[src/rtl/uart_cmd_pkg.sv]
// Shared types and constants for the UART command-frame decoder.
package uart_cmd_pkg;

  typedef enum logic [3:0] {
    StIdle,
    StAddr,
    StData,
    StCsum,
    StWrite,
    StReadReq,
    StReadWait,
    StTxLoad,
    StTxWait
  } cmd_state_t;

  localparam logic [7:0]  ACK_BYTE    = 8'h06;
  localparam logic [7:0]  NAK_BYTE    = 8'h15;
  localparam int unsigned RD_FLAG_BIT = 7;

endpackage

[src/rtl/uart_resp_sender.sv]
// Response byte queue and transmit handshake: holds up to MaxLen bytes and
// walks them out through txStart/txDone while the decoder sits in its TX states.
module uart_resp_sender #(
  parameter int unsigned MaxLen = 5,
  parameter int unsigned IdxW   = 3
) (
  input  logic                   clk_i,
  input  logic                   reset_i,
  input  logic                   load_i,
  input  logic [IdxW-1:0]        load_len_i,
  input  logic [MaxLen-1:0][7:0] load_bytes_i,
  input  logic                   in_load_i,
  input  logic                   in_wait_i,
  input  logic                   tx_busy_i,
  input  logic                   tx_done_i,
  output logic [7:0]             tx_data_o,
  output logic                   tx_start_o,
  output logic                   last_o
);

  logic [MaxLen-1:0][7:0] resp_q, resp_d;
  logic [IdxW-1:0]        len_q, len_d;
  logic [IdxW-1:0]        idx_q, idx_d;

  always_comb begin
    resp_d = resp_q;
    len_d  = len_q;
    idx_d  = idx_q;
    if (load_i) begin
      resp_d = load_bytes_i;
      len_d  = load_len_i;
      idx_d  = '0;
    end else if (in_wait_i && tx_done_i) begin
      idx_d = idx_q + 1'b1;
    end
  end

  always_ff @(posedge clk_i) begin
    if (reset_i) begin
      resp_q <= '0;
      len_q  <= '0;
      idx_q  <= '0;
    end else begin
      resp_q <= resp_d;
      len_q  <= len_d;
      idx_q  <= idx_d;
    end
  end

  // Start is gated by txBusy combinationally so it can never overlap a busy transmitter.
  assign tx_start_o = in_load_i & ~tx_busy_i;
  assign tx_data_o  = (in_load_i || in_wait_i) ? resp_q[idx_q] : 8'h00;
  assign last_o     = (IdxW'(idx_q + 1'b1) == len_q);

endmodule

[src/rtl/uart_cmd_decoder.sv]
// Host-to-register bridge: parses SYNC/addr/data/csum frames from the UART,
// drives the register bus and queues ACK/NAK/read-data responses.
module uart_cmd_decoder
  import uart_cmd_pkg::*;
#(
  parameter int unsigned DataBytes     = 4,
  parameter int unsigned AddrWidth     = 7,
  parameter int unsigned TimeoutCycles = 20000,
  parameter logic [7:0]  SyncByte      = 8'hA5
) (
  input  logic                   clk_i,
  input  logic                   reset_i,
  input  logic [7:0]             rx_data_i,
  input  logic                   rx_valid_i,
  output logic [7:0]             tx_data_o,
  output logic                   tx_start_o,
  input  logic                   tx_busy_i,
  input  logic                   tx_done_i,
  output logic [AddrWidth-1:0]   reg_addr_o,
  output logic [8*DataBytes-1:0] reg_wr_data_o,
  output logic                   reg_wr_en_o,
  output logic                   reg_rd_en_o,
  input  logic [8*DataBytes-1:0] reg_rd_data_i,
  input  logic                   reg_rd_valid_i,
  output logic                   frame_error_o,
  output logic                   busy_o
);

  localparam int unsigned RespLen  = DataBytes + 1;
  localparam int unsigned IdxW     = $clog2(DataBytes + 2);
  localparam int unsigned CntW     = $clog2(TimeoutCycles + 1);
  localparam int unsigned ByteIdxW = (DataBytes > 1) ? $clog2(DataBytes) : 1;

  cmd_state_t                 state_q, state_d;
  logic [7:0]                 addr_q, addr_d;
  logic [7:0]                 csum_q, csum_d;
  logic [DataBytes-1:0][7:0]  data_q, data_d;
  logic [ByteIdxW-1:0]        byte_idx_q, byte_idx_d;
  logic [CntW-1:0]            cnt_q, cnt_d;
  logic                       frame_err_q, frame_err_d;

  logic                       load;
  logic [IdxW-1:0]            load_len;
  logic [RespLen-1:0][7:0]    load_bytes;
  logic [7:0]                 rd_csum;
  logic                       timeout;
  logic                       tx_start;
  logic                       tx_last;

  assign timeout = (cnt_q == CntW'(TimeoutCycles - 1));

  always_comb begin
    rd_csum = addr_q;
    for (int i = 0; i < DataBytes; i++) begin
      rd_csum = rd_csum ^ reg_rd_data_i[8*i +: 8];
    end
  end

  always_comb begin
    state_d     = state_q;
    addr_d      = addr_q;
    csum_d      = csum_q;
    data_d      = data_q;
    byte_idx_d  = byte_idx_q;
    cnt_d       = cnt_q + 1'b1;
    frame_err_d = 1'b0;
    load        = 1'b0;
    load_len    = '0;
    load_bytes  = '0;

    unique case (state_q)
      StIdle: begin
        cnt_d = '0;
        if (rx_valid_i && rx_data_i == SyncByte) state_d = StAddr;
      end
      StAddr: begin
        if (rx_valid_i) begin
          addr_d     = rx_data_i;
          csum_d     = rx_data_i;
          cnt_d      = '0;
          byte_idx_d = '0;
          state_d    = rx_data_i[RD_FLAG_BIT] ? StCsum : StData;
        end else if (timeout) begin
          frame_err_d = 1'b1;
          state_d     = StIdle;
        end
      end
      StData: begin
        if (rx_valid_i) begin
          data_d[byte_idx_q] = rx_data_i;
          csum_d             = csum_q ^ rx_data_i;
          cnt_d              = '0;
          byte_idx_d         = byte_idx_q + 1'b1;
          if (byte_idx_q == ByteIdxW'(DataBytes - 1)) state_d = StCsum;
        end else if (timeout) begin
          frame_err_d = 1'b1;
          state_d     = StIdle;
        end
      end
      StCsum: begin
        if (rx_valid_i) begin
          cnt_d = '0;
          if (rx_data_i == csum_q) begin
            state_d = addr_q[RD_FLAG_BIT] ? StReadReq : StWrite;
          end else begin
            frame_err_d   = 1'b1;
            load          = 1'b1;
            load_len      = IdxW'(1);
            load_bytes[0] = NAK_BYTE;
            state_d       = StTxLoad;
          end
        end else if (timeout) begin
          frame_err_d = 1'b1;
          state_d     = StIdle;
        end
      end
      StWrite: begin
        load          = 1'b1;
        load_len      = IdxW'(1);
        load_bytes[0] = ACK_BYTE;
        state_d       = StTxLoad;
      end
      StReadReq: begin
        cnt_d   = '0;
        state_d = StReadWait;
      end
      StReadWait: begin
        // Read data wins over a coincident timeout.
        if (reg_rd_valid_i) begin
          load     = 1'b1;
          load_len = IdxW'(RespLen);
          for (int i = 0; i < DataBytes; i++) begin
            load_bytes[i] = reg_rd_data_i[8*i +: 8];
          end
          load_bytes[DataBytes] = rd_csum;
          state_d               = StTxLoad;
        end else if (timeout) begin
          frame_err_d   = 1'b1;
          load          = 1'b1;
          load_len      = IdxW'(1);
          load_bytes[0] = NAK_BYTE;
          state_d       = StTxLoad;
        end
      end
      StTxLoad: begin
        if (tx_start) state_d = StTxWait;
      end
      StTxWait: begin
        if (tx_done_i) state_d = tx_last ? StIdle : StTxLoad;
      end
      default: state_d = StIdle;
    endcase
  end

  always_ff @(posedge clk_i) begin
    if (reset_i) begin
      state_q     <= StIdle;
      addr_q      <= '0;
      csum_q      <= '0;
      data_q      <= '0;
      byte_idx_q  <= '0;
      cnt_q       <= '0;
      frame_err_q <= 1'b0;
    end else begin
      state_q     <= state_d;
      addr_q      <= addr_d;
      csum_q      <= csum_d;
      data_q      <= data_d;
      byte_idx_q  <= byte_idx_d;
      cnt_q       <= cnt_d;
      frame_err_q <= frame_err_d;
    end
  end

  uart_resp_sender #(
    .MaxLen (RespLen),
    .IdxW   (IdxW)
  ) u_resp_sender (
    .clk_i        (clk_i),
    .reset_i      (reset_i),
    .load_i       (load),
    .load_len_i   (load_len),
    .load_bytes_i (load_bytes),
    .in_load_i    (state_q == StTxLoad),
    .in_wait_i    (state_q == StTxWait),
    .tx_busy_i    (tx_busy_i),
    .tx_done_i    (tx_done_i),
    .tx_data_o    (tx_data_o),
    .tx_start_o   (tx_start),
    .last_o       (tx_last)
  );

  assign tx_start_o    = tx_start;
  assign reg_addr_o    = addr_q[AddrWidth-1:0];
  assign reg_wr_data_o = data_q;
  assign reg_wr_en_o   = (state_q == StWrite);
  assign reg_rd_en_o   = (state_q == StReadReq);
  assign frame_error_o = frame_err_q;
  assign busy_o        = (state_q != StIdle);

endmodule

[config.mk]
export PLATFORM = sky130hd
export DESIGN_NAME = uart_cmd_decoder
export DESIGN_NICKNAME = d
export VERILOG_FILES = /design/src/rtl/uart_cmd_pkg.sv /design/src/rtl/uart_resp_sender.sv /design/src/rtl/uart_cmd_decoder.sv
export SDC_FILE = /design/constraint.sdc
export NUM_CORES = 1
export LEC_CHECK = 0
export ABC_AREA = 1
export CORE_MARGIN = 5
export CORE_UTILIZATION = 55
export CTS_BUF_LIST = sky130_fd_sc_hd__clkbuf_2
export DETAILED_ROUTE_END_ITERATION = 6
export GPL_TIMING_DRIVEN = 0
export PLACE_DENSITY = 0.9
export SKIP_CTS_REPAIR_TIMING = 1
export SYNTH_ARGS = -nofsm -noshare
export SYNTH_HDL_FRONTEND = slang
export SYNTH_SLANG_ARGS = --single-unit
[constraint.sdc]
create_clock -name clk_i -period 2 [get_ports clk_i]
set_input_delay 0.4 -clock clk_i [delete_from_list [all_inputs] [get_ports clk_i]]
set_output_delay 0.4 -clock clk_i [all_outputs]
set_load 0.01 [all_outputs]
=== Word-level counts from Yosys, hierarchy flattened ===
Cells that the tools add are included.

* Latch bits: 0
* Bits in registers: 116
* RAM bits: 0
* Bits in read-only memories: 0
* Memories kept: 0
* Input bits: 46

* Bitwise logic cells: 7
* Divide/modulo/power cells: 0
* Reductions and logical operators: 15
* Equality and inequality tests: 20
* Order comparisons: 3
* Shift operators: 0
* Add/sub/neg operators: 3
* Multipliers: 0
* Mux-type cells: 50

{| class="wikitable"
|+ Operators with widths
! cell !! count
|-
| 2-to-1 mux 32 bit || 2
|-
| 2-to-1 mux 8 bit || 6
|-
| 2-to-1 mux 4 bit || 10
|-
| bitwise XOR 8 bit || 5
|-
| one-hot mux 4 bit (9 select lines) || 1
|-
| bitwise mux 32 bit || 1
|-
| one-hot mux 15 bit (2 select lines) || 1
|-
| binary-select mux 8 bit (select 3 bit) || 1
|-
| one-hot mux 8 bit (3 select lines) || 1
|-
| demux 8 bit (select 2 bit) || 1
|-
| == test 4 x 3 -> 1 bit, second input constant || 4
|-
| one-hot mux 8 bit (2 select lines) || 1
|-
| adder 15 x 1 -> 15 bit, second input constant || 1
|-
| == test 15 bit, second input constant || 1
|-
| 2-to-1 mux 15 bit || 1
|-
| 2-to-1 mux 5 bit || 3
|-
| 2-to-1 mux 1 bit || 12
|-
| inequality test 2 bit, second input constant || 5
|-
| one-hot mux 3 bit (3 select lines) || 1
|-
| == test 4 x 2 -> 1 bit, second input constant || 2
|-
| == test 8 bit || 1
|-
| == test 8 bit, second input constant || 1
|-
| 2-to-1 mux 2 bit || 3
|-
| 2-to-1 mux 3 bit || 2
|-
| 24 further kinds || 31
|}

=== Longest topological paths before layout ===
Gate-level depths: netlist of the first run.

* Depth after elaboration: 6
* Gate-level depth with buffers: 13
* Depth with buffers taken out: 12

=== Hierarchy ===
From an unflattened synthesis of the first run, not the netlist that was laid out.

* Cell total of the unflattened synthesis: 913
* Area, all modules: 6174.7 um^2

{| class="wikitable"
|+ By module, submodules not included
! module !! cells each !! times used !! area each (um^2)
|-
| uart_cmd_decoder || 614 || 1 || 4087.7
|-
| uart_resp_sender || 299 || 1 || 2087.0
|}

=== Least setup slack after synthesis of the first run ===
No wires, ideal clock.

* Path type: reg2out
* Start point: register byte_idx_q[0] (netlist name)
* End point: output port tx_start_o
* Stages on the path, launching flop included: 9
* Path slack: 0.282 ns
* Data arrival time: 1.318 ns
* Cell sequence: dfxtp_1 ha_1 clkbuf_1 nor2_1 nand2_1 nand3_1 nor2_2 nand2_1 inv_1

{| class="wikitable"
|+ RTL lines
! element !! RTL line !! RTL
|-
| end: declaration || uart_cmd_decoder.sv:16 || <nowiki>output logic tx_start_o,</nowiki>
|}

=== Worst setup path after layout of the first run ===
* Start point: register u_resp_sender.idx_q[0]
* End point: output port tx_data_o[1]

* Word-level cells in the longest chain between the ends: 3

{| class="wikitable"
|+ RTL lines
! element !! RTL line !! RTL
|-
| start: declaration || uart_resp_sender.sv:23 || <nowiki>logic [IdxW-1:0] idx_q, idx_d;</nowiki>
|-
| start signal: assignment || uart_resp_sender.sv:46 || <nowiki>idx_q <= idx_d;</nowiki>
|-
| binary-select mux 8 bit (select 3 bit) || uart_resp_sender.sv:52 || <nowiki>assign tx_data_o = (in_load_i || in_wait_i) ? resp_q[idx_q] : 8'h00;</nowiki>
|-
| 2-to-1 mux 8 bit (not written as such) || uart_resp_sender.sv:52 ||
|-
| 2-to-1 mux 8 bit || uart_resp_sender.sv:52 ||
|-
| end: declaration || uart_cmd_decoder.sv:15 || <nowiki>output logic [7:0] tx_data_o,</nowiki>
|}

Every way passes these cells. The select of a mux whose other input is x is not followed.

==> results of run 1 <==
[how the worst min path moves through the flow]
stage	end	slack (ns)
after floorplan	cnt_q[0]$_SDFF_PP0_	0.41
after global placement	cnt_q[0]$_SDFF_PP0_	0.43
after detailed placement	cnt_q[0]$_SDFF_PP0_	0.43
after CTS	reg_wr_data_o[26]$_SDFFE_PP0P_	0.05
after global routing	reg_wr_data_o[26]$_SDFFE_PP0P_	0.01
final	reg_wr_data_o[15]$_SDFFE_PP0P_	0.07
[sequential cells by signal, indices dropped and copies added, names as in the netlist]
name                  flops
addr_q                    8
csum_q                    8
state_q                   4
cnt_q                    15
u_resp_sender.resp_q     40
frame_error_o             1
u_resp_sender.idx_q       3
reg_wr_data_o            32
u_resp_sender.len_q       2
byte_idx_q                2
[cells in the mapped netlist (4+ instances only)]
cell | instances | share of area [%]
o21ai_2 | 36 | 5.5
ha_1 | 6 | 1.3
xor2_1 | 18 | 2.7
nor2_1 | 42 | 2.7
nand3_1 | 54 | 4.7
inv_1 | 79 | 5.2
a21oi_1 | 89 | 7.7
xnor2_1 | 20 | 3.0
inv_2 | 12 | 0.78
buf_4 | 14 | 1.8
buf_2 | 11 | 0.96
nor2_2 | 7 | 0.76
o21ai_1 | 6 | 0.52
a31oi_1 | 14 | 1.5
buf_6 | 4 | 0.78
nand2_1 | 160 | 10
o21ai_0 | 40 | 3.5
clkbuf_1 | 15 | 0.98
nand4_1 | 7 | 0.76
dfxtp_1 | 115 | 40
[through the flow]
step / cells / hold slack, ns
final: 1049 / 0.0722
after global routing: 1049 / 0.0134
after CTS: 1031 / 0.0501
after detailed placement: 1000 / 0.434
after global placement: 1000 / 0.425
after floorplan: 773 / 0.413
[tightest hold or removal path, delay by kind of cell]
kind            cells  cell delay, ns
buf+inv             1            0.16
simple gates        1            0.09
compound gates      1            0.06
[power breakdown]
part	switching [W]	internal, W
registers	0.000000565	0.00228
logic	0.000173	0.000137
clock network	0.000924	0.000818
[cell type report]
cell class                      instances  area [um^2]
Clock inverter                         13          185
Sequential cell                       115         2360
Fill cell                             717         2690
Multi-Input combinational cell        523         3000
Buffer                                 43          300
Timing Repair Buffer                  110         1120
Inverter                               91          354
Tap cell                              136          170
Clock buffer                           18         90.1
[logic make-up (layout without fill, tap and decap cells)]
logic type / after synthesis / in the layout / share of synthesized area [%]
DFF: 115 / 115 / 40.0
and+or+nand+nor: 288 / 288 / 22.5
xor gates and xnor gates: 38 / 38 / 5.79
AOI/OAI and AO/OA: 191 / 191 / 19.8
buffers and inverters: 135 / 275 / 10.5
adders and majority gates: 6 / 6 / 1.31
[routing by layer]
metal / vias to the layer above / global-route usage, %
met2: 341 / 40.0
met1: 2678 / 30.6
met5: - / 0
met3: 39 / 7.87
met4: 0 / 7.29
li1: 2788 / -
==> results.md, run 1 <==
- After detailed routing, the number of vias per cell comes to 5.57.
- CTS saw between 100 and 150 sinks.
- After synthesis, the mean cell area works out to 7.44 um^2.
- The pin count of the biggest net entering global routing is 17.
- By startpoint and endpoint, the worst setup path is classified as reg -> out.
- When the netlist entered floorplanning its net count stood at 825.
- The count of synthesis-stage warnings from yosys is 0.
- The synthesized cell area is ~0.0057 mm^2.
- The number of global-route vias before repair was 5402.
- The finished cells cover 0.00759 mm^2.
- The root buffer cell chosen for the clock tree is clkbuf_2.
- The number of endpoints with negative hold slack in the final report is 0.
- The final-stage net count is between 900 and 1000.
- By instance count, the cell type seen most on the critical path is a21oi_1.
- The origin of the worst setup path is u_resp_sender.idx_q[0]$_SDFFE_PP0P_.
- The count of unique library cells instantiated by Yosys is 34.
- Summed over all layers, the routed wires come to around 17 mm.
- Routed signal wires occupy layers up through met4.
- The number of placed I/O pins is just under 100.
- The number of buffers inserted during clock tree synthesis is 17.
- The clock passes through at most 2 buffers.
- The fmax is just over 0.4 GHz.
- Synthesis inferred ~120 register bits.
- For this run, the slowest stage of the critical path takes 0.43 ns.
- In this run, synthesis inferred 0 flip-flops with an integrated enable.
- Counting flops with an async set or reset pin after synthesis yields a share of 0%.
- Clock-pin slew was measured on the worst setup and hold paths at 0.19 ns.
- For this block, the initial DRC count from the detailed router was 576.
- The maximum fanout count along the critical path is 8.
- The post-place setup slack is -0.959 ns.
- The endpoint identified for the worst register-to-register timing path is u_resp_sender.len_q[2]$_SDFFE_PP0P_.
- The run finished, with violations left.
- For this design the static power due to leakage is around 3.6 nW.
- The startpoint identified for the worst hold timing path is rx_data_i[7].
- The kind of end point of the critical path is an output port.
- Compared with the post-synthesis result, the final layout area differs by 32.0%.
- The critical path goes through inv_6 -> buf_8 -> a21oi_1 -> o21ai_1 -> a21oi_1 -> a31oi_1 -> nor2_1 -> buf_2.
- The data required time at the worst endpoint is 1.60 ns.
- The first global-routing pass estimated 25.5 mm of wire.
- In the final routed layout, each cell accounts on average for between 15 and 20 um.
- The worst-case clock skew is 0.0314 ns.
- Max-cap violations in this run came to 0.
- Summed over all nets, wire length on met2 after detailed routing comes to just over 8 mm.
- Setup violations remaining at the end of the flow were counted as 10.
- The die covers 0.0126 mm^2.
- The dominant synthesized flop cell is dfxtp_1.
- The detailed-placement wirelength estimate is 11.1 mm.
- The count of buffering cells on the critical path with inverters included is 3.
- TritonCTS built the clock tree.
- The worst setup path is launched from a flip-flop.
- The total count of max-transition violations in the final report is 0.
- The total congestion overflow is 0.
- Once detail routing completed, the nets flagged for antenna violations numbered 0.
- The shortest period the worst path allows is 2.48 ns.
- The floorplan step set the die height to between 100 and 150 um.
- Summing the sequential cell areas from Yosys gives 40.0% of the chip area.
- The cell area after placement is around 0.007 mm^2.
- The worst hold path belongs to the class in -> reg.
- Across the VDD grid, the largest voltage drop is 0.379 mV.
- The total negative slack is -3.78 ns.
- The H-tree generated during clock tree synthesis spans 4 levels.
- The number of port buffers is 91.
- The worst slew margin relative to its limit is 59.5%.
- For the worst setup path, the data arrival time is 2.08 ns.
- For this block, wires on met1 add up to about 6.7 mm.
- In the layout the commonest cells are nand2_1, a21oi_1, dfxtp_1.
- The routed layout has between 5000 and 6000 vias.
- The sum of internal, switching and leakage power is 0.00434 W.
- In this run the critical register-to-register path is launched from cnt_q[1]$_SDFF_PP0_.
- The count of standard-cell rows is 37.
- For this run, the detailed router's first-pass iteration total came to 7.
- Counting every instance in the synthesized netlist gives 773.
- The critical path crosses 8 cells after its start point.
- For this run, the share of the core covered by cells in the final layout is 73.8%.
- The slowest library cell on the worst path is dfxtp_4.
- Detailed routing placed a total of 1.70 mm of wire on met3.
- The power per cell area is 571 mW/mm^2.
- Setup repair after global routing could not meet its margin everywhere.
- Across every metal layer, demand over resource in global routing totals 24.3%.
- The final antenna diode count is 0.
- The fraction of the cycle the final worst path needs is 124%.
- The initial antenna violation count was 0.
- The insertion delay of the later-clocked pin in the worst-skew pair is between 0.6 and 0.7 ns.
- In the final layout, the share of cells above drive strength 1 is 24.9%.
- Setup slack on the critical path of the routed design comes to -0.480 ns.
- The slack of the worst reg-to-reg path is 0.26 ns.
- The weighted congestion at the end of routability-driven global placement is 0.928.
- The core outline area is 0.0103 mm^2.
- For the pin with the worst max-slew slack, the measured transition is 0.607 ns.
- The remaining routing DRC violations is 1.
- The cell family with the largest share of critical-path delay is compound AO/OA/AOI/OAI gates.
- The worst hold path was traced through 3 stages.
- The worst register-to-register path has a depth of 9.
- The most critical setup path has its endpoint at tx_data_o[1].
- For this configuration, the core starts out at a cell density of 55.9%.
- Leaving out fill and tap cells, the most frequent cell in the layout is nand2_1.
- From left edge to right edge, the die measures 112 um.
- The checks that failed: design-rule violations, negative setup slack.
Note: power is estimated with default switching activity, not from simulation.
==> run 2: changes to the inputs <==
Settings changed: SKIP_LAST_GASP from default to 1.
==> run 2 against run 1 <==
The run still ends with design-rule violations, negative setup slack left; via count decreased by 0.50%; die area is the same; first-iteration DRC count unchanged; final area barely moved; non-clock buffer count did not move; total power increased by 0.22%; critical endpoint unchanged.
==> results.md, run 2 (synthesized netlist as in run 1, its figures left out) <==
- Status: complete, but fails checks (unchanged).
- Violated checks: design-rule violations, negative setup slack (unchanged).
- The first-pass GRT wire length is 25.5 mm (unchanged).
- The post-layout instance count excluding filler cells is 1049 (unchanged).
- The H-tree depth reported by CTS came to 4 (unchanged).
- The number of vias in the routed layout is 5817 (was 5846).
- The flip-flop count of the largest register after layout is 40 (unchanged).
- The worst min-delay path class is in -> reg (unchanged).
- The routed via count divided by cell count is 5.55 (was 5.57).
- The power per cell area is 573 mW/mm^2 (was 571 mW/mm^2).
- The area of all placed cells without fillers is 0.00759 mm^2 (about the same).
- The cell count of the worst reg-to-reg path is 8 (was 9).
- The type of origin of the critical path was a flip-flop (unchanged).
- The worst setup margin is -0.491 ns (was -0.480 ns).
- The fraction of final layout cells with drive strength greater than 1 was 24.8% (was 24.9%).
- The remaining routing DRC violations is 2 (was 1).
- The total negative slack came to -4.00 ns (was -3.78 ns).
- The height of the die is 112 um (unchanged).
- The final antenna-violating net count was 0 (unchanged).
- The routed wirelength normalized by instance count came to 16.2 um (was 16.3 um).
- The reported max-cap violation count is 0 (unchanged).
- The core outline area is 0.0103 mm^2 (unchanged).
- The critical path start-end classification is reg -> out (unchanged).
- The slack of the worst reg-to-reg path is 0.29 ns (was 0.26 ns).
- The number of placed cells counting well taps is 1000 (unchanged).
- The register with the most flip-flops is u_resp_sender.resp_q (unchanged).
- The library cell used as clock root buffer is clkbuf_2 (unchanged).
- The reg-to-reg critical path startpoint was state_q[2]$_SDFFE_PP0P_ (was cnt_q[1]$_SDFF_PP0_).
- The leakage power is 3.60 nW (was 3.58 nW).
- The number of DRC violations after detailed-routing iteration 0 came to 576 (unchanged).
- The weighted congestion at the end of routability-driven global placement came to 0.928 (unchanged).
- The total congestion overflow is 0 (unchanged).
- The share of the core filled with cells is 73.8% (about the same).
- The critical hold path startpoint was rx_data_i[5] (was rx_data_i[7]).
- The endpoint of the worst hold path is addr_q[5]$_SDFFE_PP0P_ (was reg_wr_data_o[15]$_SDFFE_PP0P_).
- The maximum number of buffers from clock root to sink was 2 (unchanged).
- The fmax came to 0.401 GHz (was 0.403 GHz).
- Unrepaired setup endpoints after global routing: true (unchanged).
- The initial antenna violation count was 0 (unchanged).
- The count of standard-cell rows is 37 (unchanged).
- The number of global-route vias before repair is 5402 (unchanged).
- The total count of max-transition violations in the final report is 0 (unchanged).
- The critical path arrival came to 2.09 ns (was 2.08 ns).
- The fraction of the cycle the final worst path needs was 125% (was 124%).
- The final-stage net count is 953 (unchanged).
- The number of setup violations in the final report is 10 (unchanged).
- The pin count of the biggest net entering global routing is 17 (unchanged).
- The number of buffers inserted during clock tree synthesis is 17 (unchanged).
- The number of search-and-repair iterations in the first detailed-routing pass was 7 (unchanged).
- The maximum fanout count along the critical path is 8 (unchanged).
- The clock-pin slew on the worst setup and hold paths came to 0.17 ns (was 0.19 ns).
- The number of endpoints with negative hold slack in the final report is 0 (unchanged).
- Top library cells by usage in the layout, fill and taps aside: nand2_1, a21oi_1, dfxtp_1 (unchanged).
- The shortest period the worst path allows is 2.49 ns (was 2.48 ns).
- The layout-stage area growth over the synthesis result is 32.0% (about the same).
- The worst slew margin relative to its limit is 59.9% (was 59.5%).
- The final antenna diode count came to 0 (unchanged).
- The area used by multi-input combinational logic is 0.00300 mm^2 (unchanged).
- The depth of the worst hold-timing path is 3 (unchanged).
- The data required time at the worst endpoint is 1.60 ns (about the same).
- The kind of end point of the critical path is an output port (unchanged).
- The sequential cell area is 0.00236 mm^2 (unchanged).
- The pin slew with the least headroom to its limit is 0.602 ns (was 0.607 ns).
- The peak supply drop is 0.380 mV (was 0.379 mV).
- The overall fraction of global-route tracks in use was 24.3% (unchanged).
- The cell area after placement is 0.00683 mm^2 (unchanged).
- The initial core utilization was 55.9% (unchanged).
- The worst-case clock skew is 0.0321 ns (was 0.0314 ns).
- The die area is 0.0126 mm^2 (unchanged).
- The number of placed I/O pins is 98 (unchanged).
- The insertion delay of the later-clocked pin in the worst-skew pair is 0.66 ns (about the same).
- The commonest non-fill, non-tap cell in the layout is nand2_1 (unchanged).
- The number of port buffers is 91 (unchanged).
- The total of fill cells in the finished design came to 725 (was 717).
- The total routed wirelength came to 17.0 mm (was 17.1 mm).
- The CTS tree is built (unchanged).
- The die width was 112 um (unchanged).
- The TritonCTS sink count is 115 (unchanged).
- The end of the worst register-to-register path is u_resp_sender.len_q[2]$_SDFFE_PP0P_ (unchanged).
- The detailed-placement wirelength estimate is 11.1 mm (unchanged).
## run 2: changes by cell type in the layout (fill, tap and decap cells not counted), sizes merged
| cell | delta |
|---|---|
| buf | -1 |
| dlymetal6s2s | +1 |
## run 2: final cells by class
cell class	count	share of cell area [%]
well taps	136	2.24
multi-input cells	523	39.6
clock inverters	13	2.44
clock buffers	18	1.19
flip-flops and latches	115	31.1
inverters	91	4.60
repair buffers	110	14.9
plain buffers	43	3.96
## run 2: worst max-delay path, stage by stage, from the launching register on
cell and delay (ns):
dfxtp_4 0.43, inv_6 0.06, buf_8 0.13, a21oi_1 0.18
o21ai_1 0.12, a21oi_1 0.14, a31oi_1 0.05, nor2_1 0.17
buf_2 0.16
## run 2: worst max-delay path by stage
stage,startpoint,endpoint,depth (start not counted)
global placement,rx_data_i[0],tx_start_o,10
finish,u_resp_sender.idx_q[0]$_SDFFE_PP0P_,tx_data_o[1],8
CTS,u_resp_sender.idx_q[0]$_SDFFE_PP0P_,tx_data_o[4],7
global route,cnt_q[5]$_SDFF_PP0_,tx_start_o,10
detailed placement,rx_data_i[0],tx_start_o,10
floorplan,byte_idx_q[0]$_SDFFE_PP0P_,tx_start_o,8
## run 2: per-stage QoR
step | setup slack, ns | total power, W | hold WS (ns)
detailed placement | -0.959 | 0.00264 | 0.434
global route | -0.651 | 0.00451 | 0.0134
global placement | -0.946 | 0.00264 | 0.425
floorplan | 0.282 | 0.00250 | 0.413
finish | -0.491 | 0.00435 | 0.0740
CTS | -1.28 | 0.00435 | 0.0501
## run 2: report_power, final
| group | switching [W] | internal [W] | leakage [nW] |
|---|---|---|---|
| Combinational | 0.000174 | 0.000137 | 2.50 |
| Clock | 0.000933 | 0.000818 | 0.149 |
| Sequential | 0.000000547 | 0.00228 | 0.945 |
## run 2: metal layers
layer	GRT usage (%)	vias to the layer above	share of wire, %
li1	-	2776	-
met1	30.6	2670	40
met2	40.0	316	48
met3	7.87	55	9.1
met4	7.29	0	2.4
met5	0	-	0
